--- config.mk ---
export PLATFORM = sky130hd
export DESIGN_NAME = flow_axis_tx_flat
export DESIGN_NICKNAME = d
export VERILOG_FILES = /design/src/rtl/flow_pkg.sv /design/src/rtl/flow_axis_tx_if.sv /design/src/rtl/flow_sync_fifo.sv /design/src/rtl/flow_axis_tx.sv /design/src/flat_wrapper.sv
export SDC_FILE = /design/constraint.sdc
export NUM_CORES = 1
export LEC_CHECK = 0
export BUFFER_PORTS_ARGS = -buffer_cell sky130_fd_sc_hd__buf_2
export CORE_ASPECT_RATIO = 0.6
export CORE_MARGIN = 3
export CORE_UTILIZATION = 55
export DETAILED_ROUTE_END_ITERATION = 8
export MAX_ROUTING_LAYER = met4
export PLACE_DENSITY = 0.72
export SYNTH_ARGS = -nofsm -noshare
export SYNTH_HDL_FRONTEND = slang
export SYNTH_SLANG_ARGS = --single-unit
--- constraint.sdc ---
create_clock -name clk -period 4.8 [get_ports clk]
set_clock_uncertainty 0.2 [all_clocks]
set_input_delay 0.48 -clock clk [delete_from_list [all_inputs] [get_ports clk]]
set_output_delay 0.48 -clock clk [all_outputs]
set_load 0.05 [all_outputs]
--- src/rtl/flow_pkg.sv ---
`default_nettype none
// ============================================================================
// flow_pkg : shared beat types and fixed-point constants for the flow pipeline
// Rev 1.0
// ============================================================================
package flow_pkg;

    localparam int FLOW_FRAC_BITS = 7;
    localparam int FLOW_PKG_WIDTH = 16;

    typedef struct packed {
        logic                             tuser;
        logic                             tlast;
        logic signed [FLOW_PKG_WIDTH-1:0] v;
        logic signed [FLOW_PKG_WIDTH-1:0] u;
    } flow_beat_t;

    // Frame-end marker rides alongside the beat so the output side needs no coordinates.
    typedef struct packed {
        logic       eof;
        flow_beat_t beat;
    } flow_entry_t;

endpackage
`default_nettype wire

--- src/rtl/flow_axis_tx_if.sv ---
`default_nettype none
// ============================================================================
// flow_axis_tx_if : AXI4-Stream video-style bus (tdata/tvalid/tready/tlast/tuser)
// Rev 1.0
// ============================================================================
interface flow_axis_tx_if #(
    parameter int DATA_WIDTH = 32
);
    logic [DATA_WIDTH-1:0] tdata;
    logic                  tvalid;
    logic                  tready;
    logic                  tlast;
    logic                  tuser;

    modport master (
        output tdata,
        output tvalid,
        output tlast,
        output tuser,
        input  tready
    );

    modport slave (
        input  tdata,
        input  tvalid,
        input  tlast,
        input  tuser,
        output tready
    );
endinterface
`default_nettype wire

--- src/rtl/flow_sync_fifo.sv ---
`default_nettype none
// ============================================================================
// flow_sync_fifo : single-clock FIFO, fall-through read port, registered level
// Rev 1.0
// ============================================================================
module flow_sync_fifo #(
    parameter int WIDTH = 8,
    parameter int DEPTH = 16
) (
    input  wire logic                     clk,
    input  wire logic                     rst_n,
    input  wire logic                     push,
    input  wire logic [WIDTH-1:0]         wr_data,
    input  wire logic                     pop,
    output logic      [WIDTH-1:0]         rd_data,
    output logic                          full,
    output logic                          empty,
    output logic      [$clog2(DEPTH):0]   level
);
    localparam int         AW    = $clog2(DEPTH);
    localparam logic [AW:0] C_ONE = (AW+1)'(1);

    logic [WIDTH-1:0] r_mem [DEPTH];
    logic [AW:0]      r_wr_ptr;
    logic [AW:0]      r_rd_ptr;
    logic [AW:0]      r_level;
    logic             w_wr_en;
    logic             w_rd_en;

    // Extra pointer MSB separates full (MSBs differ) from empty (all bits equal).
    assign full    = (r_wr_ptr[AW] != r_rd_ptr[AW]) &&
                     (r_wr_ptr[AW-1:0] == r_rd_ptr[AW-1:0]);
    assign empty   = (r_wr_ptr == r_rd_ptr);
    assign w_wr_en = push && !full;
    assign w_rd_en = pop && !empty;

    always_ff @(posedge clk or negedge rst_n) begin
        if (!rst_n) begin
            r_wr_ptr <= '0;
            r_rd_ptr <= '0;
            r_level  <= '0;
        end else begin
            if (w_wr_en) begin
                r_wr_ptr <= r_wr_ptr + C_ONE;
            end
            if (w_rd_en) begin
                r_rd_ptr <= r_rd_ptr + C_ONE;
            end
            case ({w_wr_en, w_rd_en})
                2'b10:   r_level <= r_level + C_ONE;
                2'b01:   r_level <= r_level - C_ONE;
                default: r_level <= r_level;
            endcase
        end
    end

    always_ff @(posedge clk) begin
        if (w_wr_en) begin
            r_mem[r_wr_ptr[AW-1:0]] <= wr_data;
        end
    end

    assign rd_data = r_mem[r_rd_ptr[AW-1:0]];
    assign level   = r_level;

endmodule
`default_nettype wire

--- src/rtl/flow_axis_tx.sv ---
`default_nettype none
// ============================================================================
// flow_axis_tx : buffers solver flow samples and emits them as an AXI4-Stream
//                video stream; optional drop counter via FLOW_AXIS_TX_DROP_CNT_EN
// Rev 1.0
// ============================================================================
module flow_axis_tx
    import flow_pkg::*;
#(
    parameter int FLOW_WIDTH = FLOW_PKG_WIDTH,  // must equal the package beat width
    parameter int FIFO_DEPTH = 16,
    parameter int X_LAST     = 639,
    parameter int Y_LAST     = 479
) (
    input  wire logic                            clk,
    input  wire logic                            rst_n,
    input  wire logic signed [FLOW_WIDTH-1:0]    flow_u,
    input  wire logic signed [FLOW_WIDTH-1:0]    flow_v,
    input  wire logic                            flow_valid,
    input  wire logic        [9:0]               pixel_x_in,
    input  wire logic        [8:0]               pixel_y_in,
    flow_axis_tx_if.master                       m_axis,
    output logic                                 frame_done,
    output logic                                 overflow,
    input  wire logic                            clear_overflow,
`ifdef FLOW_AXIS_TX_DROP_CNT_EN
    output logic             [15:0]              drop_count,
`endif
    output logic             [$clog2(FIFO_DEPTH):0] fifo_level
);
    localparam logic [9:0] C_X_LAST = 10'(X_LAST);
    localparam logic [8:0] C_Y_LAST = 9'(Y_LAST);

    flow_entry_t w_wr_entry;
    flow_entry_t w_rd_entry;
    flow_entry_t r_out;
    logic        r_tvalid;
    logic        r_frame_done;
    logic        r_overflow;
    logic        w_fifo_full;
    logic        w_fifo_empty;
    logic        w_push;
    logic        w_drop;
    logic        w_load;
    logic        w_handshake;

    // Framing is decided here, at input time, from the sample coordinates.
    always_comb begin
        w_wr_entry            = '0;
        w_wr_entry.beat.u     = flow_u;
        w_wr_entry.beat.v     = flow_v;
        w_wr_entry.beat.tuser = (pixel_x_in == 10'd0) && (pixel_y_in == 9'd0);
        w_wr_entry.beat.tlast = (pixel_x_in == C_X_LAST);
        w_wr_entry.eof        = (pixel_x_in == C_X_LAST) && (pixel_y_in == C_Y_LAST);
    end

    // A pop on the same edge never frees room for a beat that arrived while full.
    assign w_push      = flow_valid && !w_fifo_full;
    assign w_drop      = flow_valid &&  w_fifo_full;
    assign w_handshake = r_tvalid && m_axis.tready;
    assign w_load      = (!r_tvalid || m_axis.tready) && !w_fifo_empty;

    flow_sync_fifo #(
        .WIDTH (($bits(flow_entry_t))),
        .DEPTH (FIFO_DEPTH)
    ) u_fifo (
        .clk     (clk),
        .rst_n   (rst_n),
        .push    (w_push),
        .wr_data (w_wr_entry),
        .pop     (w_load),
        .rd_data (w_rd_entry),
        .full    (w_fifo_full),
        .empty   (w_fifo_empty),
        .level   (fifo_level)
    );

    always_ff @(posedge clk or negedge rst_n) begin
        if (!rst_n) begin
            r_out    <= '0;
            r_tvalid <= 1'b0;
        end else if (w_load) begin
            r_out    <= w_rd_entry;
            r_tvalid <= 1'b1;
        end else if (m_axis.tready) begin
            r_tvalid <= 1'b0;
        end
    end

    always_ff @(posedge clk or negedge rst_n) begin
        if (!rst_n) begin
            r_frame_done <= 1'b0;
            r_overflow   <= 1'b0;
        end else begin
            r_frame_done <= w_handshake && r_out.eof;
            if (w_drop) begin
                r_overflow <= 1'b1;
            end else if (clear_overflow) begin
                r_overflow <= 1'b0;
            end
        end
    end

`ifdef FLOW_AXIS_TX_DROP_CNT_EN
    logic [15:0] r_drop_count;

    // A clear coinciding with a drop restarts the count at one.
    always_ff @(posedge clk or negedge rst_n) begin
        if (!rst_n) begin
            r_drop_count <= '0;
        end else if (clear_overflow) begin
            r_drop_count <= {15'd0, w_drop};
        end else if (w_drop && (r_drop_count != 16'hFFFF)) begin
            r_drop_count <= r_drop_count + 16'd1;
        end
    end

    assign drop_count = r_drop_count;
`endif

    assign m_axis.tdata  = {r_out.beat.v, r_out.beat.u};
    assign m_axis.tvalid = r_tvalid;
    assign m_axis.tlast  = r_out.beat.tlast;
    assign m_axis.tuser  = r_out.beat.tuser;
    assign frame_done    = r_frame_done;
    assign overflow      = r_overflow;

endmodule
`default_nettype wire

--- src/flat_wrapper.sv ---
// flat-port wrapper written by rule: the top's interface ports become plain ports
module flow_axis_tx_flat import flow_pkg::*;
#(
    parameter int FLOW_WIDTH = FLOW_PKG_WIDTH,                                      
    parameter int FIFO_DEPTH = 16,
    parameter int X_LAST     = 639,
    parameter int Y_LAST     = 479
)
  (clk, rst_n, flow_u, flow_v, flow_valid, pixel_x_in, pixel_y_in, frame_done, overflow, clear_overflow, fifo_level, m_axis_tdata, m_axis_tvalid, m_axis_tlast, m_axis_tuser, m_axis_tready);
  flow_axis_tx_if #(.DATA_WIDTH(32)) m_axis_i ();
  input  wire logic clk;
  input  wire logic rst_n;
  input  wire logic signed [FLOW_WIDTH-1:0] flow_u;
  input  wire logic signed [FLOW_WIDTH-1:0] flow_v;
  input  wire logic flow_valid;
  input  wire logic        [9:0] pixel_x_in;
  input  wire logic        [8:0] pixel_y_in;
  output logic frame_done;
  output logic overflow;
  input  wire logic clear_overflow;
  output logic             [$clog2(FIFO_DEPTH):0] fifo_level;
  output wire logic [$bits(m_axis_i.tdata)-1:0] m_axis_tdata;
  output wire logic [$bits(m_axis_i.tvalid)-1:0] m_axis_tvalid;
  output wire logic [$bits(m_axis_i.tlast)-1:0] m_axis_tlast;
  output wire logic [$bits(m_axis_i.tuser)-1:0] m_axis_tuser;
  input wire logic [$bits(m_axis_i.tready)-1:0] m_axis_tready;
  assign m_axis_tdata = m_axis_i.tdata;
  assign m_axis_tvalid = m_axis_i.tvalid;
  assign m_axis_tlast = m_axis_i.tlast;
  assign m_axis_tuser = m_axis_i.tuser;
  assign m_axis_i.tready = m_axis_tready;
  flow_axis_tx #(.FLOW_WIDTH(FLOW_WIDTH), .FIFO_DEPTH(FIFO_DEPTH), .X_LAST(X_LAST), .Y_LAST(Y_LAST)) u_core (.clk(clk), .rst_n(rst_n), .flow_u(flow_u), .flow_v(flow_v), .flow_valid(flow_valid), .pixel_x_in(pixel_x_in), .pixel_y_in(pixel_y_in), .m_axis(m_axis_i), .frame_done(frame_done), .overflow(overflow), .clear_overflow(clear_overflow), .fifo_level(fifo_level));
endmodule
# --- Yosys cells after proc, flatten, opt, wreduce, memory -nomap -nowiden ---
# Memory sizes are Yosys's and may differ from the RTL's. A register that Yosys moved wholly into a read port is not among the register bits.
# Index checks and enable logic that the tools add are counted.
totals:
  regBits: 18
  ram_bits: 560
  out_inout_bits: 42
  word_cells: 45
  n_memories: 1
mem_list:
  columns: ["memory", "words", "word_bits", "read_ports", "rd_clocked_by_memory_dff", "write_ports", "line_no", "rtl"]
  rows:
  - ["u_core.u_fifo.r_mem", 16, 35, 1, 1, 1, "flow_sync_fifo.sv:23", "logic [WIDTH-1:0] r_mem [DEPTH];"]
classes:
  addsub: 4
  n_eq_ne: 7
  muxes: 7
  reduce_logical: 20
ops:
  columns: ["cell", "n"]
  rows:
  - ["$add 5x1->5 const B", 3]
  - ["$eq 10x10->1 const B", 1]
  - ["$logic_and 1x1->1", 10]
  - ["$logic_not 10->1", 1]
  - ["$pmux 5 s2", 1]
  - ["$eq 9x9->1 const B", 1]
  - ["$logic_not 9->1", 1]
  - ["$mux 1", 6]
  - ["$reduce_bool 2->1", 3]
  - ["$eq 5x5->1", 1]
  - ["$sub 5x1->5 const B", 1]
  - ["$eq 4x4->1", 1]
  - ["$logic_not 1->1", 4]
  - ["$eq 2x1->1 const B", 1]
  - ["$eq 2x2->1 const B", 1]
  - ["$logic_or 1x1->1", 1]
  - ["$ne 1x1->1", 1]

# --- Longest topological paths before layout ---
# Gate-level depths: netlist of run 1.
depth:
  word_depth: 7
  mapped_depth: 13
  depth_no_buf: 11

# --- Hierarchy ---
# A second synthesis of run 1 with hierarchy kept.
hier_totals:
  cells_unflattened: 1100
  hier_area_um2: 23736.5
modules_own_cells:
  columns: ["module", "n_inst", "cells_each", "area_per_inst_um2", "seq_area_each_um2"]
  rows:
  - ["flow_sync_fifo", 1, 967, 21973.6, 17191.5]
  - ["flow_axis_tx", 1, 133, 1762.9, 950.9]

# --- Worst setup path after synthesis of run 1 ---
# No wires, ideal clock.
synth_timing:
  path_type: "reg-to-reg"
  start: "register u_core.u_fifo.r_rd_ptr[1]"
  end: "memory u_core.u_fifo.r_mem[3][0] (netlist name) (enable)"
  arrival_time_ns: 3.773
  path_slack_ns: 0.357
  stages_incl_launch_ff: 8
  synth_period_minus_slack_ns: 4.443
  path_cell_list: "dfrtp_1 -> buf_2 -> xor2_1 -> nor4_4 -> a21boi_1 -> clkbuf_1 -> nand2_1 -> nor3_1"
synth_via:
  elab_chain_len: 7
synth_rtl:
  columns: ["item", "line_no", "rtl"]
  rows:
  - ["start: declaration", "flow_sync_fifo.sv:25", "logic [AW:0] r_rd_ptr;"]
  - ["start signal: assignment", "flow_sync_fifo.sv:47", "r_rd_ptr <= r_rd_ptr + C_ONE;"]
  - ["$eq 4x4->1 (*)", "flow_sync_fifo.sv:32", "(r_wr_ptr[AW-1:0] == r_rd_ptr[AW-1:0]);"]
  - ["$logic_and 1x1->1 (*)", "flow_sync_fifo.sv:31", "assign full = (r_wr_ptr[AW] != r_rd_ptr[AW]) &&"]
  - ["$logic_not 1->1 (*)", "flow_sync_fifo.sv:34, flow_axis_tx.sv:58", null]
  - ["$logic_and 1x1->1", "flow_axis_tx.sv:58", "assign w_push = flow_valid && !w_fifo_full;"]
  - ["$logic_and 1x1->1 (*)", "flow_sync_fifo.sv:34", "assign w_wr_en = push && !full;"]
  - ["$mux 1 (*)", "flow_sync_fifo.sv:58", "if (w_wr_en) begin"]
  - ["$mux 1 (implied by the code) (*)", "flow_sync_fifo.sv:59", "r_mem[r_wr_ptr[AW-1:0]] <= wr_data;"]
  - ["end: declaration", "flow_sync_fifo.sv:23", null]
# Mark *: on every way between the ends. The rest lies on a longest branch, timed or not.

# --- Worst setup path after layout of run 1 ---
layout_timing:
  start: "register u_core.u_fifo.r_rd_ptr[1]"
  end: "register u_core.u_fifo.r_level[4] (netlist: u_core.u_fifo.level[4])"
layout_via:
  elab_chain_len: 7
  word_cells_on_any_way: 13
  classes_between: "4 x eq/ne; 1 x mux; 8 x reduce/logical"
layout_rtl:
  columns: ["item", "line_no", "rtl"]
  rows:
  - ["$eq 4x4->1", "flow_sync_fifo.sv:32", null]
  - ["$logic_and 1x1->1", "flow_sync_fifo.sv:31", null]
  - ["$logic_not 1->1", "flow_sync_fifo.sv:34, flow_axis_tx.sv:58", null]
  - ["$logic_and 1x1->1", "flow_axis_tx.sv:58", null]
  - ["$logic_and 1x1->1", "flow_sync_fifo.sv:34", null]
  - ["$eq 2x1->1 / $eq 2x2->1 (equally long branches)", "flow_sync_fifo.sv:49", "case ({w_wr_en, w_rd_en})"]
  - ["$pmux 5 s2 / $reduce_bool 2->1 (equally long branches)", null, null]
  - ["end signal: assignment", "flow_sync_fifo.sv:50", "2'b10: r_level <= r_level + C_ONE;"]
  - ["end signal: assignment", "flow_sync_fifo.sv:51", "2'b01: r_level <= r_level - C_ONE;"]
  - ["end signal: assignment", "flow_sync_fifo.sv:52", "default: r_level <= r_level;"]
  - ["end: declaration", "flow_sync_fifo.sv:26", "logic [AW:0] r_level;"]
# Several ways; a longest one is shown, not always the timed one.
# A chain may end at the register's enable or synchronous reset.

==> results.sh, run 1 <==
export IMPL_synth_top_area_cell="edfxtp_1"
export IMPL_vdd_drop_max_mv=0.747
export IMPL_vias_per_cell=6.16
export IMPL_synth_cells=1080
export IMPL_crit_path_end_kind="register"
export IMPL_synth_fp_nets=1146
export IMPL_grt_overflow=0
export IMPL_multi_input_area_sq_um=4970
export IMPL_r2r_start="u_core.u_fifo.r_rd_ptr[1]"
export IMPL_die_h_microns=167
export IMPL_relSlewSlack_pct=28.0
export IMPL_critical_path_startpoint="u_core.u_fifo.r_rd_ptr[1]"
export IMPL_ios=98
export IMPL_power_mw=16.1
export IMPL_critical_path_depth=12
export IMPL_power_leakage_nw=8.88
export IMPL_cts_resized=0
export IMPL_ys_warn_count=0
export IMPL_cts_sink_count=613
export IMPL_path_clk_slew_ns=0.07
export IMPL_synth_seq_area_share_pct=76.8
export IMPL_cts_buffers=53
export IMPL_grt_pass1_vias=11600
export IMPL_postCtsSetupRepairBufs=0
export IMPL_crit_required_ns=5.07
export IMPL_holdCritStartpoint="flow_u[14]"
export IMPL_synth_most_common_cell="edfxtp_1"
export IMPL_whs_path_depth=1
export IMPL_rows=58
export IMPL_crit_path_start_kind="register"
export IMPL_n_antenna_cell=0
export IMPL_drive_above_1_share_pct=33.6
export IMPL_hold_slack_ns=0.0682
export IMPL_instances_no_fill=1794
export IMPL_synth_seq_cells=613
export IMPL_reg2regPathDepth=12
export IMPL_final_antenna_net_count=0
export IMPL_path_class="reg2reg"
export IMPL_path_buf_inv=2
export IMPL_core_area_sq_um=42200
export IMPL_tightest_slew_ns=1.08
export IMPL_cp_max_fo=55
export IMPL_dp_cells=1690
export IMPL_netlist_area_sq_um=23600
export IMPL_max_cap_viol_count=0
export IMPL_clockBufferDepth=3
export IMPL_post_route_period_util_pct=76.1
export IMPL_nNetsFinal=1245
export IMPL_hold_path_class="in2reg"
export IMPL_cp_data_arrival_time_ns=3.92
export IMPL_grt_pass1_wl_mm=74.8
export IMPL_final_area_sq_um=26400
export IMPL_die_area_sq_um=45600
export IMPL_start_util_pct=56.1
export IMPL_finalHoldViolCount=0
export IMPL_drt_iter0_markers=1092
export IMPL_critPathMaxStageDelay_ns=0.98
export IMPL_ctsHtreeMaxLevel=2
export IMPL_vias=11000
export IMPL_setup_tns_ns=0
export IMPL_critical_path_slowest_cell="dfrtp_4"
export IMPL_p_per_area_nw_per_um2=610
export IMPL_insertion_delay_ns=0.59
export IMPL_dpl_cell_area_sq_um=24600
export IMPL_grt_max_degree=77
export IMPL_syn2layout_area_growth_pct=11.7
export IMPL_fin_crit_ns=3.65
export IMPL_rsz0062_at_grt="no"
export IMPL_drc=0
export IMPL_synthTopCellsByArea="edfxtp_1 (71%), mux4_2 (13%), dfrtp_1 (5.6%)"
export IMPL_cp_cell_sequence="xor2_1 > nor4_4 > a21boi_1 > buf_4 > inv_1 > ha_1 > ha_1 > a21o_1 > a21oi_1 > xor2_1 > nor2_1 > xor2_1"
export IMPL_avgSynthCellArea_sq_um=21.9
export IMPL_synth_edf_count=560
export IMPL_portBuffers=97
export IMPL_hpwl_mm=25.8
export IMPL_root_buffer="clkbuf_16"
export IMPL_track_usage_pct=23.0
export IMPL_crit_top_cell="xor2_1"
export IMPL_routabilityCongestion=0.759
export IMPL_ys_async_sr_fraction_pct=8.65
export IMPL_synth_flop_cell="edfxtp_1"
export IMPL_synth_top_area_share_pct=71.2
export IMPL_fmax_mhz=274
export IMPL_drt_total_wl_mm=49.4
export IMPL_dr_pass1_iters=5
export IMPL_regArea_sq_um=18100
export IMPL_die_w_microns=274
export IMPL_n_fill_cell=2842
export IMPL_finalSetupViolations=0
export IMPL_cts_tree="yes"
export IMPL_synth_cell_type_count=36
export IMPL_drv_slew=0
export IMPL_synth_common_cells="edfxtp_1 (560), mux4_2 (140), a22oi_1 (70)"
export IMPL_antenna_found_initial=0
export IMPL_status="finished clean"
export IMPL_wl_per_cell_microns=27.6
export IMPL_cp_top_family="flip-flops"
[per-layer routing]
layer | share of wire (%) | GRT usage, %
met1 | 44 | 34.3
met2 | 45 | 33.4
met3 | 8.3 | 4.38
met4 | 2.3 | 5.89
met5 | 0 | -
[final timing paths]
kind | to | slack (ns)
setup / recovery | u_core.u_fifo.level[4] | 1.15
hold / removal | u_core.u_fifo.r_mem[2][14] | 0.07
setup reg to reg | u_core.u_fifo.level[4] | 1.15
hold reg to reg | u_core.u_fifo.level[4] | 0.27
max in group asynchronous | u_core.u_fifo.r_rd_ptr[0] | 3.38
min in group asynchronous | u_core.m_axis.tdata[20] | 0.37
[flip-flops by register name, indices dropped and copies added, names as in the netlist, 5 cells and up]
signal and flops:
u_core.u_fifo.r_mem 560, u_core.m_axis.tdata 32, u_core.u_fifo.level 5, u_core.u_fifo.r_rd_ptr 5, u_core.u_fifo.r_wr_ptr 5
[cells in the final DEF (no fill, tap or decap), types with 3 or more instances in the layout]
| cell | count |
|---|---|
| and3_2 | 15 |
| dlygate4sd3_1 | 4 |
| buf_4 | 33 |
| buf_2 | 96 |
| clkbuf_16 | 55 |
| nand2_1 | 41 |
| nand4_1 | 5 |
| clkinv_2 | 13 |
| o21ai_0 | 4 |
| a22oi_1 | 70 |
| clkinv_1 | 8 |
| ha_1 | 9 |
| dfrtp_1 | 51 |
| nor4_1 | 5 |
| inv_1 | 5 |
| xnor2_1 | 8 |
| mux2_2 | 33 |
| mux4_2 | 140 |
| nand3_1 | 3 |
| nor2b_1 | 3 |
| edfxtp_1 | 560 |
| clkbuf_8 | 3 |
| clkbuf_1 | 12 |
| mux2_4 | 3 |
| xor2_1 | 10 |
| bufinv_16 | 6 |
[cell families after synthesis]
logic type	Yosys count	synth area share, %
adder cells (fa/ha/maj)	10	0.561
XOR/XNOR	18	0.667
buffers and inverters	95	2.47
flip-flops	613	76.8
AO/OA/AOI/OAI	80	2.48
AND/OR/NAND/NOR	87	1.90
multiplexers	177	15.2
[final cells by class]
type	instances	area share, %
clock inverters	30	1.14
flip-flops and latches	613	68.7
repair buffers	134	2.99
inverters	5	0.0711
multi-input cells	372	18.8
well taps	570	2.70
clock buffers	70	5.54
[what timing repair did]
action | 4_1_cts | 5_1_grt
hold buffers | 4 | 0
endpoints found under the setup margin | 0 | 0
hold endpoints to repair | 55 | 0
[metrics by stage]
step / util (%) / worst slack [ns]
after floorplan: - / 0.357
after global placement: 58.3 / 1.18
after detailed placement: 58.3 / 1.11
after CTS: 62.6 / 1.10
after global routing: 62.6 / 0.875
final: 62.6 / 1.15
[power by group]
part | internal [mW] | leakage (nW) | switching [mW]
Combinational | 2.00 | 2.27 | 2.83
Clock | 2.47 | 0.870 | 1.86
Sequential | 6.55 | 5.74 | 0.390
[worst reg2reg max path: cells and delay by family, from the launching register on]
family / cells / cell delay [ns]
DFF: 1 / 0.98
adders and majority gates: 2 / 0.58
xor gates and xnor gates: 3 / 0.55
and+or+nand+nor: 2 / 0.51
AOI/OAI and AO/OA: 3 / 0.45
buffers and inverters: 2 / 0.28
(Power assumes the default switching activity.)
==> inputs of run 2 (changes only) <==
- PLACE_DENSITY: 0.72 -> 0.69
- clock period: 4.8 -> 3.4 ns (I/O delays scaled with it)
==> run 2 against run 1 <==
Effect of this change:
- count of clock-buffer cells in the layout grew 7
- core utilization grew 1.1 points
- non-clock buffer count grew 42
- clock power grew 36%
- sequential cell count is the same
- combinational power grew 48%
- final cell count grew 2.2%
- first-iteration DRC count grew 20%
- die area is the same
==> results.sh, run 2 (synthesis results as in run 1) <==
export IMPL_grt_overflow=0
export IMPL_dr_pass1_iters=5
export IMPL_grt_pass1_vias=11600
export IMPL_nNetsFinal=1287
export IMPL_whs_path_depth=3
export IMPL_p_per_area_nw_per_um2=845
export IMPL_cts_resized=0
export IMPL_path_clk_slew_ns=0.06
export IMPL_drt_iter0_markers=1306
export IMPL_crit_path_end_kind="register"
export IMPL_final_cell_mix="edfxtp_1 (560), mux4_2 (140), buf_2 (96)"
export IMPL_layout_commonest_cell="edfxtp_1"
export IMPL_ios=98
export IMPL_root_buffer="clkbuf_16"
export IMPL_cp_data_arrival_time_ns=3.23
export IMPL_cp_max_fo=63
export IMPL_clockBufferDepth=3
export IMPL_final_antenna_net_count=0
export IMPL_grtUsageMet2_pct=33.6
export IMPL_track_usage_pct=23.5
export IMPL_pre_cts_ws_ns=0.410
export IMPL_hold_slack_ns=0.0715
export IMPL_path_class="reg2reg"
export IMPL_grt_busiest_layer="met1"
export IMPL_cts_tree="yes"
export IMPL_vias_per_cell=6.17
export IMPL_core_area_sq_um=42200
export IMPL_die_w_microns=274
export IMPL_fmax_mhz=338
export IMPL_finalSetupViolations=0
export IMPL_power_leakage_nw=9.05
export IMPL_final_util_pct=63.7
export IMPL_insertion_delay_ns=0.58
export IMPL_grt_pass1_wl_mm=76.3
export IMPL_portBuffers=97
export IMPL_fin_crit_ns=2.96
export IMPL_crit_path_start_kind="register"
export IMPL_power_mw=22.7
export IMPL_dp_cells=1700
export IMPL_max_cap_viol_count=0
export IMPL_reg2regPathDepth=6
export IMPL_instances_no_fill=1834
export IMPL_final_area_sq_um=26900
export IMPL_regArea_sq_um=18100
export IMPL_ctsHtreeMaxLevel=2
export IMPL_setup_ws_ns=0.437
export IMPL_start_util_pct=56.1
export IMPL_wl_per_cell_microns=27.4
export IMPL_dpl_cell_area_sq_um=24800
export IMPL_cts_buffers=53
export IMPL_drv_slew=0
export IMPL_crit_required_ns=3.67
export IMPL_hold_path_class="in2reg"
export IMPL_vdd_drop_max_mv=0.761
export IMPL_antenna_found_initial=0
export IMPL_met3_usage_pct=5.37
export IMPL_die_area_sq_um=45600
export IMPL_relSlewSlack_pct=34.5
export IMPL_tightest_slew_ns=0.982
export IMPL_drt_total_wl_mm=50.3
export IMPL_drc=0
export IMPL_cts_sink_count=613
export IMPL_rsz0062_at_grt="no"
export IMPL_drive_above_1_share_pct=32.8
export IMPL_post_route_period_util_pct=87.1
export IMPL_syn2layout_area_growth_pct=13.6
export IMPL_largest_reg_flops=560
export IMPL_multi_input_area_sq_um=4970
export IMPL_n_antenna_cell=0
export IMPL_status="finished clean"
export IMPL_finalHoldViolCount=0
export IMPL_grtUsageMet1_pct=35.8
export IMPL_die_h_microns=167
export IMPL_rows=58
export IMPL_n_fill_cell=2837
export IMPL_vias=11300
export IMPL_grt_max_degree=144
export IMPL_routabilityCongestion=0.734
export IMPL_setup_tns_ns=0
export IMPL_hpwl_mm=27.6
## run 2: cell types whose count changed in the layout (fill, tap and decap cells not counted), sizes merged
cell,change
clkbuf,+7
buf,+10
bufinv,-3
dlygate4sd3,+32
clkinv,-5
inv,-1
## run 2: critical path, cell delays in order, from the launching register on
cell     delay, ns
dfrtp_4       0.43
buf_12        0.43
buf_4         0.54
mux4_2        0.59
a22oi_1       0.24
nand2_1       0.09
mux2_2        0.26
## run 2: timing repair
item	in CTS	in global routing
hold endpoints to repair	568	0
setup buffers	0	0
hold buffers	36	0
## run 2: per-layer routing
metal,share of wire [%],wire [microns]
met5,0,0
met4,1.3,661
met3,9.0,4540
met2,46,23000
met1,44,22100
## run 2: cell type report
cell class	instances	share of cell area (%)
well taps	570	2.66
multi-input cells	372	18.5
inverters	5	0.0699
repair buffers	176	4.87
flip-flops and latches	613	67.6
clock buffers	77	5.61
clock inverters	21	0.680
## run 2: path summary, 6_finish.rpt
check | slack (ns) | from | endpoint
max | 0.44 | u_core.u_fifo.r_rd_ptr[0] | u_core.m_axis.tdata[19]
max reg2reg | 0.44 | u_core.u_fifo.r_rd_ptr[0] | u_core.m_axis.tdata[19]
max in group asynchronous | 2.00 | rst_n | u_core.u_fifo.r_rd_ptr[1]
min in group asynchronous | 0.26 | rst_n | u_core.m_axis.tdata[20]
min | 0.07 | pixel_x_in[7] | u_core.u_fifo.r_mem[11][32]
min reg2reg | 0.27 | u_core.u_fifo.level[4] | u_core.u_fifo.level[4]
## run 2: power breakdown
| group | switching (mW) | total, mW | internal (mW) |
|---|---|---|---|
| Clock | 2.59 | 5.89 | 3.30 |
| Sequential | 0.402 | 9.65 | 9.25 |
| Combinational | 4.18 | 7.15 | 2.96 |
